<file path="src/rtl/mmio_sha2_pkg.sv">
// Shared types for the SHA-2 MMIO front-end: register map, CTRL/STAT layouts and
// the FIFO entry format.
package mmio_sha2_pkg;

    typedef enum logic [2:0] {
        REG_CTRL      = 3'd0,
        REG_STAT      = 3'd1,
        REG_DATA_I_LO = 3'd2,
        REG_DATA_I_HI = 3'd3,
        REG_DATA_O_LO = 3'd4,
        REG_DATA_O_HI = 3'd5,
        REG_THRESH    = 3'd6,
        REG_ID        = 3'd7
    } reg_idx_e;

    typedef struct packed {
        logic        ie_lvl;
        logic        ie_done;
        logic [24:0] rsvd;
        logic        last;
        logic [1:0]  mode;
        logic        flush;
        logic        en;
    } ctrl_t;

    typedef struct packed {
        logic        lvl_pend;
        logic        done_pend;
        logic [12:0] rsvd_hi;
        logic        ovf;
        logic [3:0]  rsvd_lo;
        logic        out_valid;
        logic        empty;
        logic        full;
        logic [8:0]  count;
    } stat_t;

    typedef struct packed {
        logic [1:0]  mode;
        logic        last;
        logic [63:0] data;
    } fifo_entry_t;

    localparam int CNT_W = 9;

    // Flush is a command, not state, and reserved bits always read back as zero.
    function automatic ctrl_t ctrl_from_bus(input logic [31:0] w);
        ctrl_t c;
        c       = ctrl_t'(w);
        c.flush = 1'b0;
        c.rsvd  = '0;
        return c;
    endfunction

endpackage

</file>
<file path="src/rtl/mmio_fifo.sv">
// Synchronous show-ahead FIFO with occupancy count, flush and wrap-around pointers.
// DEPTH must be a power of two so the pointers wrap naturally.
module mmio_fifo #(
    parameter int W     = 8,
    parameter int DEPTH = 8
) (
    input  logic                    clk_i,
    input  logic                    rst_i,
    input  logic                    push_i,
    input  logic                    pop_i,
    input  logic                    flush_i,
    input  logic [W-1:0]            wdata_i,
    output logic [W-1:0]            rdata_o,
    output logic [$clog2(DEPTH):0]  count_o,
    output logic [$clog2(DEPTH):0]  count_d_o,
    output logic                    full_o,
    output logic                    empty_o
);

    localparam int PW = $clog2(DEPTH);
    localparam logic [PW:0] FULL_CNT = DEPTH[PW:0];

    logic [W-1:0]  mem_q [DEPTH];
    logic [PW-1:0] wr_ptr_q, wr_ptr_d;
    logic [PW-1:0] rd_ptr_q, rd_ptr_d;
    logic [PW:0]   count_q, count_d;
    logic          wr_acc, rd_acc;

    assign full_o  = (count_q == FULL_CNT);
    assign empty_o = (count_q == '0);

    // A push into a full FIFO is accepted only when the head leaves in the same cycle.
    assign wr_acc = push_i && !flush_i && (!full_o || pop_i);
    assign rd_acc = pop_i && !flush_i && !empty_o;

    always_comb begin
        wr_ptr_d = wr_ptr_q;
        rd_ptr_d = rd_ptr_q;
        count_d  = count_q;
        if (flush_i) begin
            wr_ptr_d = '0;
            rd_ptr_d = '0;
            count_d  = '0;
        end else begin
            if (wr_acc) wr_ptr_d = wr_ptr_q + 1'b1;
            if (rd_acc) rd_ptr_d = rd_ptr_q + 1'b1;
            case ({wr_acc, rd_acc})
                2'b10:   count_d = count_q + 1'b1;
                2'b01:   count_d = count_q - 1'b1;
                default: count_d = count_q;
            endcase
        end
    end

    always_ff @(posedge clk_i or posedge rst_i) begin
        if (rst_i) begin
            wr_ptr_q <= '0;
            rd_ptr_q <= '0;
            count_q  <= '0;
        end else begin
            wr_ptr_q <= wr_ptr_d;
            rd_ptr_q <= rd_ptr_d;
            count_q  <= count_d;
        end
    end

    // NOTE: the storage array has no reset; stale words are unreachable because
    // the count gates every read of the head.
    always_ff @(posedge clk_i) begin
        if (wr_acc) mem_q[wr_ptr_q] <= wdata_i;
    end

    assign rdata_o   = mem_q[rd_ptr_q];
    assign count_o   = count_q;
    assign count_d_o = count_d;

endmodule

</file>
<file path="src/rtl/mmio_sha2_fifo.sv">
// MMIO front-end for the SHA-2 core: register file, tagged input word FIFO,
// digest read-out handshake, sticky flags and maskable interrupts.
module mmio_sha2_fifo
    import mmio_sha2_pkg::*;
#(
    parameter int          A_WIDTH = 8,
    parameter int          D_WIDTH = 32,
    parameter int          F_DEPTH = 8,
    parameter logic [31:0] ID_VAL  = 32'h5348_0002
) (
    input  logic               clk_i,
    input  logic               rst_i,
    input  logic               wr_en_i,
    input  logic [A_WIDTH-1:0] wr_addr_i,
    input  logic [D_WIDTH-1:0] wr_data_i,
    input  logic               rd_en_i,
    input  logic [A_WIDTH-1:0] rd_addr_i,
    output logic [D_WIDTH-1:0] rd_data_o,
    output logic               intr_o,
    output logic               core_rst_n_o,
    output logic [1:0]         core_mode_o,
    output logic               core_last_o,
    output logic [63:0]        core_data_o,
    output logic               core_valid_o,
    input  logic               core_ready_i,
    input  logic [63:0]        core_out_data_i,
    input  logic               core_out_valid_i,
    output logic               core_out_ready_o
);

    localparam int FCW = $clog2(F_DEPTH) + 1;

    ctrl_t             ctrl_q, ctrl_d;
    logic [31:0]       data_lo_q, data_lo_d, data_hi_q, data_hi_d;
    logic [CNT_W-1:0]  thresh_q, thresh_d;
    logic              ovf_q, ovf_d;
    logic              done_pend_q, done_pend_d;
    logic              lvl_pend_q, lvl_pend_d;
    logic              intr_q, intr_d;
    logic              out_ready_q, out_ready_d;
    logic              out_valid_prev_q;
    logic [31:0]       rd_data_q, rd_data_d;

    reg_idx_e          wr_idx, rd_idx;
    logic              push, pop, flush, out_rise, lvl_fall;
    fifo_entry_t       fifo_wdata, fifo_head, head_vis;
    logic [FCW-1:0]    fifo_count, fifo_count_d;
    logic [CNT_W-1:0]  count, count_d;
    logic              fifo_full, fifo_empty;
    stat_t             stat;
    logic              unused_addr;

    assign wr_idx = reg_idx_e'(wr_addr_i[4:2]);
    assign rd_idx = reg_idx_e'(rd_addr_i[4:2]);
    assign unused_addr = ^wr_addr_i ^ ^rd_addr_i;

    assign push  = wr_en_i && (wr_idx == REG_DATA_I_HI);
    assign flush = wr_en_i && (wr_idx == REG_CTRL) && wr_data_i[1];
    assign pop   = core_valid_o && core_ready_i;

    // The freshly written HI word goes straight into the FIFO alongside the staged LO word.
    assign fifo_wdata = '{mode: ctrl_q.mode, last: ctrl_q.last, data: {wr_data_i, data_lo_q}};

    mmio_fifo #(
        .W     ($bits(fifo_entry_t)),
        .DEPTH (F_DEPTH)
    ) u_fifo (
        .clk_i     (clk_i),
        .rst_i     (rst_i),
        .push_i    (push),
        .pop_i     (pop),
        .flush_i   (flush),
        .wdata_i   (fifo_wdata),
        .rdata_o   (fifo_head),
        .count_o   (fifo_count),
        .count_d_o (fifo_count_d),
        .full_o    (fifo_full),
        .empty_o   (fifo_empty)
    );

    assign count    = CNT_W'(fifo_count);
    assign count_d  = CNT_W'(fifo_count_d);
    assign lvl_fall = (count > thresh_q) && (count_d <= thresh_q);
    assign out_rise = core_out_valid_i && !out_valid_prev_q;

    always_comb begin
        stat           = '0;
        stat.lvl_pend  = lvl_pend_q;
        stat.done_pend = done_pend_q;
        stat.ovf       = ovf_q;
        stat.out_valid = core_out_valid_i;
        stat.empty     = fifo_empty;
        stat.full      = fifo_full;
        stat.count     = count;
    end

    // NOTE: every next-state value takes its default first, so no path can infer a latch.
    always_comb begin
        ctrl_d      = ctrl_q;
        data_lo_d   = data_lo_q;
        data_hi_d   = data_hi_q;
        thresh_d    = thresh_q;
        ovf_d       = ovf_q;
        done_pend_d = done_pend_q;
        lvl_pend_d  = lvl_pend_q;
        rd_data_d   = rd_data_q;

        if (wr_en_i) begin
            case (wr_idx)
                REG_CTRL:      ctrl_d    = ctrl_from_bus(wr_data_i);
                REG_STAT: begin
                    if (wr_data_i[16]) ovf_d       = 1'b0;
                    if (wr_data_i[30]) done_pend_d = 1'b0;
                    if (wr_data_i[31]) lvl_pend_d  = 1'b0;
                end
                REG_DATA_I_LO: data_lo_d = wr_data_i;
                REG_DATA_I_HI: data_hi_d = wr_data_i;
                REG_THRESH:    thresh_d  = wr_data_i[CNT_W-1:0];
                default:       ;
            endcase
        end

        // Event sets come after the W1C clears so a coincident set wins.
        if (push && fifo_full && !pop) ovf_d = 1'b1;
        if (out_rise)                  done_pend_d = 1'b1;
        if (lvl_fall)                  lvl_pend_d  = 1'b1;

        intr_d      = (done_pend_d && ctrl_d.ie_done) || (lvl_pend_d && ctrl_d.ie_lvl);
        out_ready_d = rd_en_i && (rd_idx == REG_DATA_O_HI) && core_out_valid_i;

        if (rd_en_i) begin
            case (rd_idx)
                REG_CTRL:      rd_data_d = ctrl_q;
                REG_STAT:      rd_data_d = stat;
                REG_DATA_I_LO: rd_data_d = data_lo_q;
                REG_DATA_I_HI: rd_data_d = data_hi_q;
                REG_DATA_O_LO: rd_data_d = core_out_data_i[31:0];
                REG_DATA_O_HI: rd_data_d = core_out_data_i[63:32];
                REG_THRESH:    rd_data_d = 32'(thresh_q);
                REG_ID:        rd_data_d = ID_VAL;
                default:       rd_data_d = '0;
            endcase
        end
    end

    // NOTE: state registers use non-blocking assignments so all flops update together.
    always_ff @(posedge clk_i or posedge rst_i) begin
        if (rst_i) begin
            ctrl_q           <= '0;
            data_lo_q        <= '0;
            data_hi_q        <= '0;
            thresh_q         <= '0;
            ovf_q            <= 1'b0;
            done_pend_q      <= 1'b0;
            lvl_pend_q       <= 1'b0;
            intr_q           <= 1'b0;
            out_ready_q      <= 1'b0;
            out_valid_prev_q <= 1'b0;
            rd_data_q        <= '0;
        end else begin
            ctrl_q           <= ctrl_d;
            data_lo_q        <= data_lo_d;
            data_hi_q        <= data_hi_d;
            thresh_q         <= thresh_d;
            ovf_q            <= ovf_d;
            done_pend_q      <= done_pend_d;
            lvl_pend_q       <= lvl_pend_d;
            intr_q           <= intr_d;
            out_ready_q      <= out_ready_d;
            out_valid_prev_q <= core_out_valid_i;
            rd_data_q        <= rd_data_d;
        end
    end

    assign head_vis         = fifo_empty ? '0 : fifo_head;
    assign core_rst_n_o     = ctrl_q.en;
    assign core_valid_o     = !fifo_empty && ctrl_q.en;
    assign core_mode_o      = head_vis.mode;
    assign core_last_o      = head_vis.last;
    assign core_data_o      = head_vis.data;
    assign core_out_ready_o = out_ready_q;
    assign intr_o           = intr_q;
    assign rd_data_o        = rd_data_q;

endmodule

</file>
<file path="config.mk">
export PLATFORM = sky130hd
export DESIGN_NAME = mmio_sha2_fifo
export DESIGN_NICKNAME = d
export VERILOG_FILES = /design/src/rtl/mmio_sha2_pkg.sv /design/src/rtl/mmio_fifo.sv /design/src/rtl/mmio_sha2_fifo.sv
export SDC_FILE = /design/constraint.sdc
export NUM_CORES = 1
export LEC_CHECK = 0
export ABC_AREA = 1
export CAP_MARGIN = 20
export CORE_MARGIN = 2
export CORE_UTILIZATION = 55
export DETAILED_ROUTE_END_ITERATION = 16
export DONT_BUFFER_PORTS = 1
export GPL_TIMING_DRIVEN = 0
export PLACE_DENSITY = 0.72
export SLEW_MARGIN = 20
export SYNTH_ARGS = -nofsm -noshare
export SYNTH_HDL_FRONTEND = slang
export SYNTH_SLANG_ARGS = --single-unit
</file>
<file path="constraint.sdc">
create_clock -name clk_i -period 6.64 [get_ports clk_i]
set_input_delay 1.66 -clock clk_i [delete_from_list [all_inputs] [get_ports clk_i]]
set_output_delay 1.66 -clock clk_i [all_outputs]
set_load 0.1 [all_outputs]
</file>
* Word level (Yosys, flattened, before mapping) *
Memory sizes are Yosys's and may differ from the RTL's.
Index checks and enable logic that the tools add are counted.

word-level totals
  memory bits (writable) = 536
  memories = 1
  logic and storage cells = 100
  flip-flop bits (word level) = 127

operators by class
  eq/ne operators = 14
  magnitude comparators = 2
  $add $sub $neg = 4
  mux-type cells = 24
  reduce and logical (&&, ||, !) cells = 37

memory list
  name          words  bits a word  read ports  clocked after Yosys merged registers in  write ports  line             text
  u_fifo.mem_q  8      67           1           0                                        1            mmio_fifo.sv:23  logic [W-1:0] mem_q [DEPTH];

operator list
  cell                 count
  $pmux 32 s8          1
  $mux 67              1
  $mux 32              2
  $logic_and 1x1->1    17
  $eq 3x3->1 const B   5
  $mux 1               14
  $eq 3x2->1 const B   4
  $mux 3               4
  $reduce_bool 2->1    5
  $gt 4x9->1           1
  $le 4x9->1           1
  $pmux 4 s2           1
  $reduce_and 2->1     4
  $add 3x1->3 const B  2
  $eq 3x1->1 const B   2
  $logic_not 3->1      2
  $logic_not 1->1      5
  $add 4x1->4 const B  1
  $eq 4x4->1 const B   1
  $logic_not 4->1      1
  $mux 4               1
  $sub 4x1->4 const B  1
  $reduce_and 3->1     1
  $eq 2x1->1 const B   1
  2 further kinds      3

* Longest topological paths before layout *
  depth after elaboration = 14
  depth in mapped cells = 25
  gate-level depth less buffers = 25

* Cells and area by module *
From an unflattened synthesis, not the netlist that was laid out.

second synthesis, totals
  cell total of the unflattened synthesis = 2470
  area total of the unflattened synthesis = 27482.6 um^2

modules (own cells, without submodules)
  module          cells an instance  times used  area each (um^2)
  mmio_fifo       1610               1           21348.0
  mmio_sha2_fifo  860                1           6134.6

* Least setup slack after synthesis *
Ideal clock, no wire load.

  kind = input to register
  from = in wr_addr_i[2]
  to = mem u_fifo.mem_q[0][0] (netlist bit) (enable)
  setup slack = 1.046 ns
  library setup time = 0.493 ns
  stages on the path = 6
  arrival time = 5.102 ns
  path buffers = 0
  cell sequence = inv_1 -> nor2_1 -> nand2_1 -> a21oi_1 -> nand2_1 -> nor2_1

between the ends
  word-level cells in the longest chain between the ends = 8
  elaborated cells on any way between the ends = 10

RTL lines
  item                                 line                  text
  start, declared                      mmio_sha2_fifo.sv:14  input logic [A_WIDTH-1:0] wr_addr_i,
  $logic_not 3->1                      mmio_sha2_fifo.sv:58  assign flush = wr_en_i && (wr_idx == REG_CTRL) && wr_data_i[1];
  $logic_and 1x1->1 (2 in series)      mmio_sha2_fifo.sv:58
  $logic_not 1->1                      mmio_fifo.sv:33       assign wr_acc = push_i && !flush_i && (!full_o || pop_i);
  $logic_and 1x1->1 (*) (2 in series)  mmio_fifo.sv:33
  $mux 1 (*)                           mmio_fifo.sv:70       if (wr_acc) mem_q[wr_ptr_q] <= wdata_i;
  $mux 1 (not written as such) (*)     mmio_fifo.sv:70
  end, declared                        mmio_fifo.sv:23

Mark *: on every way between the ends. The rest lies on a longest branch, timed or not.

* Final worst setup path *
  from = reg u_fifo.rd_ptr_q[1]
  to = out core_data_o[4]

between the ends
  word-level cells in the longest chain between the ends = 2

RTL lines
  item                    line                   text
  start, declared         mmio_fifo.sv:25        logic [PW-1:0] rd_ptr_q, rd_ptr_d;
  start signal, assigned  mmio_fifo.sv:62        rd_ptr_q <= rd_ptr_d;
  $mem_v2 8x67            --
  $mux 67                 mmio_sha2_fifo.sv:175  assign head_vis = fifo_empty ? '0 : fifo_head;
  end, declared           mmio_sha2_fifo.sv:23   output logic [63:0] core_data_o,

Every way passes these cells.

==> impl_metrics.csv <==
group,metric,value,unit
outcome,status,"complete, no violations",
yosys,post_synth_mux_area_share,0,
hold_path,hold_class,"reg -> reg",
placed_design,port_buffers,0,
floorplan,placeableCoreArea,48800,um2
cells_and_area,layout-drive-gt1-share,0.102,
drt,wl_per_cell,23.7,um
yosys,post_synth_fa_ha_maj_area_fraction,0.00599,
clocking,cts_setup_buffers,0,
worst_setup_path,critical-path-slowest-cell,"nor2_2",
worst_setup_path,worstPathBufferInverterCount,3,
power_and_ir_drop,design_power_total,15200,uW
yosys,synth_edf_count,536,
placed_design,post-dp-hpwl,53.5,mm
drt,post-route-drc-count,0,
worst_setup_path,worst_setup_path_start_kind,"flop",
worst_setup_path,endpoint_kind_of_the_worst_setup_timing_path,"primary output",
floorplan,cell_row_count,81,
timing,achievable-frequency,189,MHz
clocking,numCtsBuffers,67,
timing,final.setup_skew,16.6,ps
drt,routed_via_density,6.02,
grt,global_route_wire_length_before_repair,114,mm
drt,antenna_violating_nets_post_route,0,
yosys,post-synth-top-area-cell,"edfxtp_1",
yosys,synth_compound_gate_area_share,0.110,
timing,shortest_clock_period_the_worst_path_allows_after_layout,5290,ps
timing,slew_headroom,0.208,
timing,post-route-period-util,0.797,
floorplan,die_area,51200,um2
cells_and_area,diodes,0,
cells_and_area,synthToLayoutAreaGrowth,14.3,%
clocking,clkSlewWorstSetupHoldPaths,60,ps
drt,dr.pass1.iters,6,
worst_setup_path,critPathMaxStageDelay,890,ps
floorplan,initial_utilization,0.556,
timing,fin_tns_setup,0,ps
clocking,clk_root_buffer_cell,"clkbuf_16",
floorplan,die-height,226,um
worst_setup_path,cp_data_arrival_time,3630,ps
yosys,synth_async_sr_flop_share,0.192,
yosys,postSynthNetCount,2527,
floorplan,die_w,226,um
yosys,synth_area_per_cell,11.3,um2
cells_and_area,layout.cells.most_common,"edfxtp_1",
cells_and_area,layoutNonFillerInstCount,3209,
worst_setup_path,critical_path_class,"reg -> out",
clocking,cts_max_level,3,
worst_setup_path,crit_required,4980,ps
timing,setup_viol,0,
power_and_ir_drop,p_int,8060,uW
power_and_ir_drop,power_leakage,0.0114,uW
yosys,synth.area.top_cells,"edfxtp_1, dfrtp_1, nor2_1, o21ai_0, nand2_1",
yosys,synth-seq-area-share,0.709,
yosys,ys_ff_latch,663,
timing,fin_max_slew_vios,0,
yosys,netlist_area,27200,um2
placed_design,post-place-cells,3089,
worst_setup_path,worstPathCellList,"buf_2, buf_2, clkbuf_1, o21ai_0, o32ai_1, nor2_1, nor2_2",
power_and_ir_drop,p_switching,7190,uW
flow_run,max-cap-violations,0,
clocking,cts_resized,0,
power_and_ir_drop,comb_power_share,0.417,
placed_design,place_congestion,0.887,
drt,drt_iter0_markers,2446,
grt,grt_start_max_net_pins,81,
worst_setup_path,cp_common_cell,"buf_2",
worst_setup_path,cp_top_family,"buffers and inverters",
power_and_ir_drop,power_density,491,nW/um2
clocking,clock_path_buffers,3,
clocking,hold_buffer_count_at_cts,0,
yosys,number_of_standard_cells_after_synthesis,2396,
grt,globalRouteOverflowTotal,0,
timing,rsz0062_at_grt,"false",
yosys,yosysWarnings,0,
cells_and_area,fin_nets,2625,
clocking,clkSinkCount,663,
cells_and_area,most-common-layout-cells,"edfxtp_1, nor2_1, o21ai_0, nand2_1, dfrtp_1",
grt,grt_antenna_before_repair,0,
drt,detailroute.via_count,19300,
power_and_ir_drop,power.ir.vdd_worst,0.000230,V
grt,via_count_of_the_first_global_routing_pass,18800,
yosys,synth_top_cell_area_share,0.592,
clocking,cts_tree,"yes",
grt,track_usage,0.299,
floorplan,io_pins,221,
yosys,post_synthesis_share_of_cell_area_spent_on_xor_and_xnor_gates,0.00129,
power_and_ir_drop,clockPowerShare,0.239,
timing,hold_viol_final,0,
yosys,synth_top_flop_cell,"edfxtp_1",
yosys,synth.distinct_cells,32,
drt,routed_wirelength,76.0,mm
power_and_ir_drop,seqPwrFrac,0.344,
yosys,synth_top_family_by_area,"simple AND/OR/NAND/NOR gates",
clocking,clock_latency,590,ps
power_and_ir_drop,sw_frac_of_total,0.471,
timing,transition_time_at_the_pin_with_the_least_slew_margin,1190,ps
worst_setup_path,critPathMaxFanout,10,
yosys,post_synth_and_or_nand_nor_area_fraction,0.134,
## state kept, by name, summed over array words and instances, names as in the netlist, 3 cells and up
name             cells
data_hi_q           32
u_fifo.count_o       4
u_fifo.wr_ptr_q      3
u_fifo.rd_ptr_q      3
rd_data_o           32
ctrl_q               5
u_fifo.mem_q       536
data_lo_q           32
thresh_q             9
## Yosys cell counts (2+ instances only)
master,number
nand2_1,330
nor3_1,2
o211ai_1,5
inv_2,2
o21ai_0,367
dfrtp_1,127
nand3_1,23
buf_6,15
clkbuf_1,72
buf_4,3
inv_1,83
edfxtp_1,536
a21oi_1,14
ha_1,13
xnor2_1,2
nor2_1,564
buf_1,14
a22oi_1,6
o21ai_1,78
xor2_1,2
o32ai_1,67
buf_2,39
nand4_1,22
or2_2,2
## layer usage
layer / global-route usage / vias up / part of all wire
met2: 0.477 / 1095 / 0.48
met3: 0.0595 / 147 / 0.095
met4: 0.137 / 0 / 0.044
li1: - / 8581 / -
met5: 0 / - / 0
met1: 0.399 / 9494 / 0.38
## area by class of cell
| class | instances | area (um2) |
|---|---|---|
| Inverter | 85 | 324 |
| Tap cell | 664 | 831 |
| Sequential cell | 663 | 19300 |
| Multi-Input combinational cell | 1503 | 7100 |
| Fill cell | 3696 | 17800 |
| Timing Repair Buffer | 29 | 701 |
| Clock buffer | 88 | 1790 |
| Clock inverter | 32 | 307 |
| Buffer | 145 | 734 |
## stage by stage
step / setup WS [ps] / area, um2 / util / hold slack (ps)
4_1_cts: 1380 / 31100 / 0.636 / 459
3_3_place_gp: -1680 / 28000 / 0.573 / 439
5_1_grt: 1250 / 31100 / 0.636 / 481
2_1_floorplan: 1050 / 27200 / - / 430
6_report: 1350 / 31100 / 0.636 / 462
3_5_place_dp: 1830 / 29000 / 0.593 / 469
## power by group through the flow
stage / Clock, uW / Sequential, uW / Combinational (uW)
final: 3650 / 5240 / 6360
after global routing: 3840 / 5260 / 6730
after CTS: 3670 / 5230 / 6350
after detailed placement: 0 / 5310 / 6330
after global placement: 0 / 5310 / 5870
after floorplan: 0 / 5200 / 4870
## worst register-to-register path, stage by stage, from the launching register on
cell and delay [ps]:
dfrtp_1 1090, nand3_1 460, nand2_1 240, nand3_1 160, ha_1 320, nand2_1 90
inv_1 50, nor2_1 150, ha_1 170, a21oi_1 50, a21oi_1 130, o21ai_0 90
o211ai_1 100, inv_1 80, ha_1 300, nand2_1 50, nor2_1 120, nand2_1 60
nand2_1 60, nand2_1 50, nand2_1 110, nand2_1 80, nand2_1 70, nand2_1 80
## cells by family after synthesis
logic type | after synthesis
adder cells (fa/ha/maj) | 13
AND/OR/NAND/NOR | 945
AO/OA/AOI/OAI | 541
XOR/XNOR | 4
flip-flops | 663
buffers and inverters | 230
## worst paths after layout
check / startpoint / end / slack, ps / cells after the start
max: u_fifo.rd_ptr_q[1] / core_data_o[4] / 1350 / 7
min: out_valid_prev_q / done_pend_q / 460 / 1
max reg2reg: core_rst_n_o / intr_o / 2380 / 23
min reg2reg: out_valid_prev_q / done_pend_q / 460 / 1
max in group asynchronous: rst_i / data_lo_q[10] / 4930 / 2
min in group asynchronous: rst_i / rd_data_o[23] / 940 / 1
(Power assumes the default switching activity.)
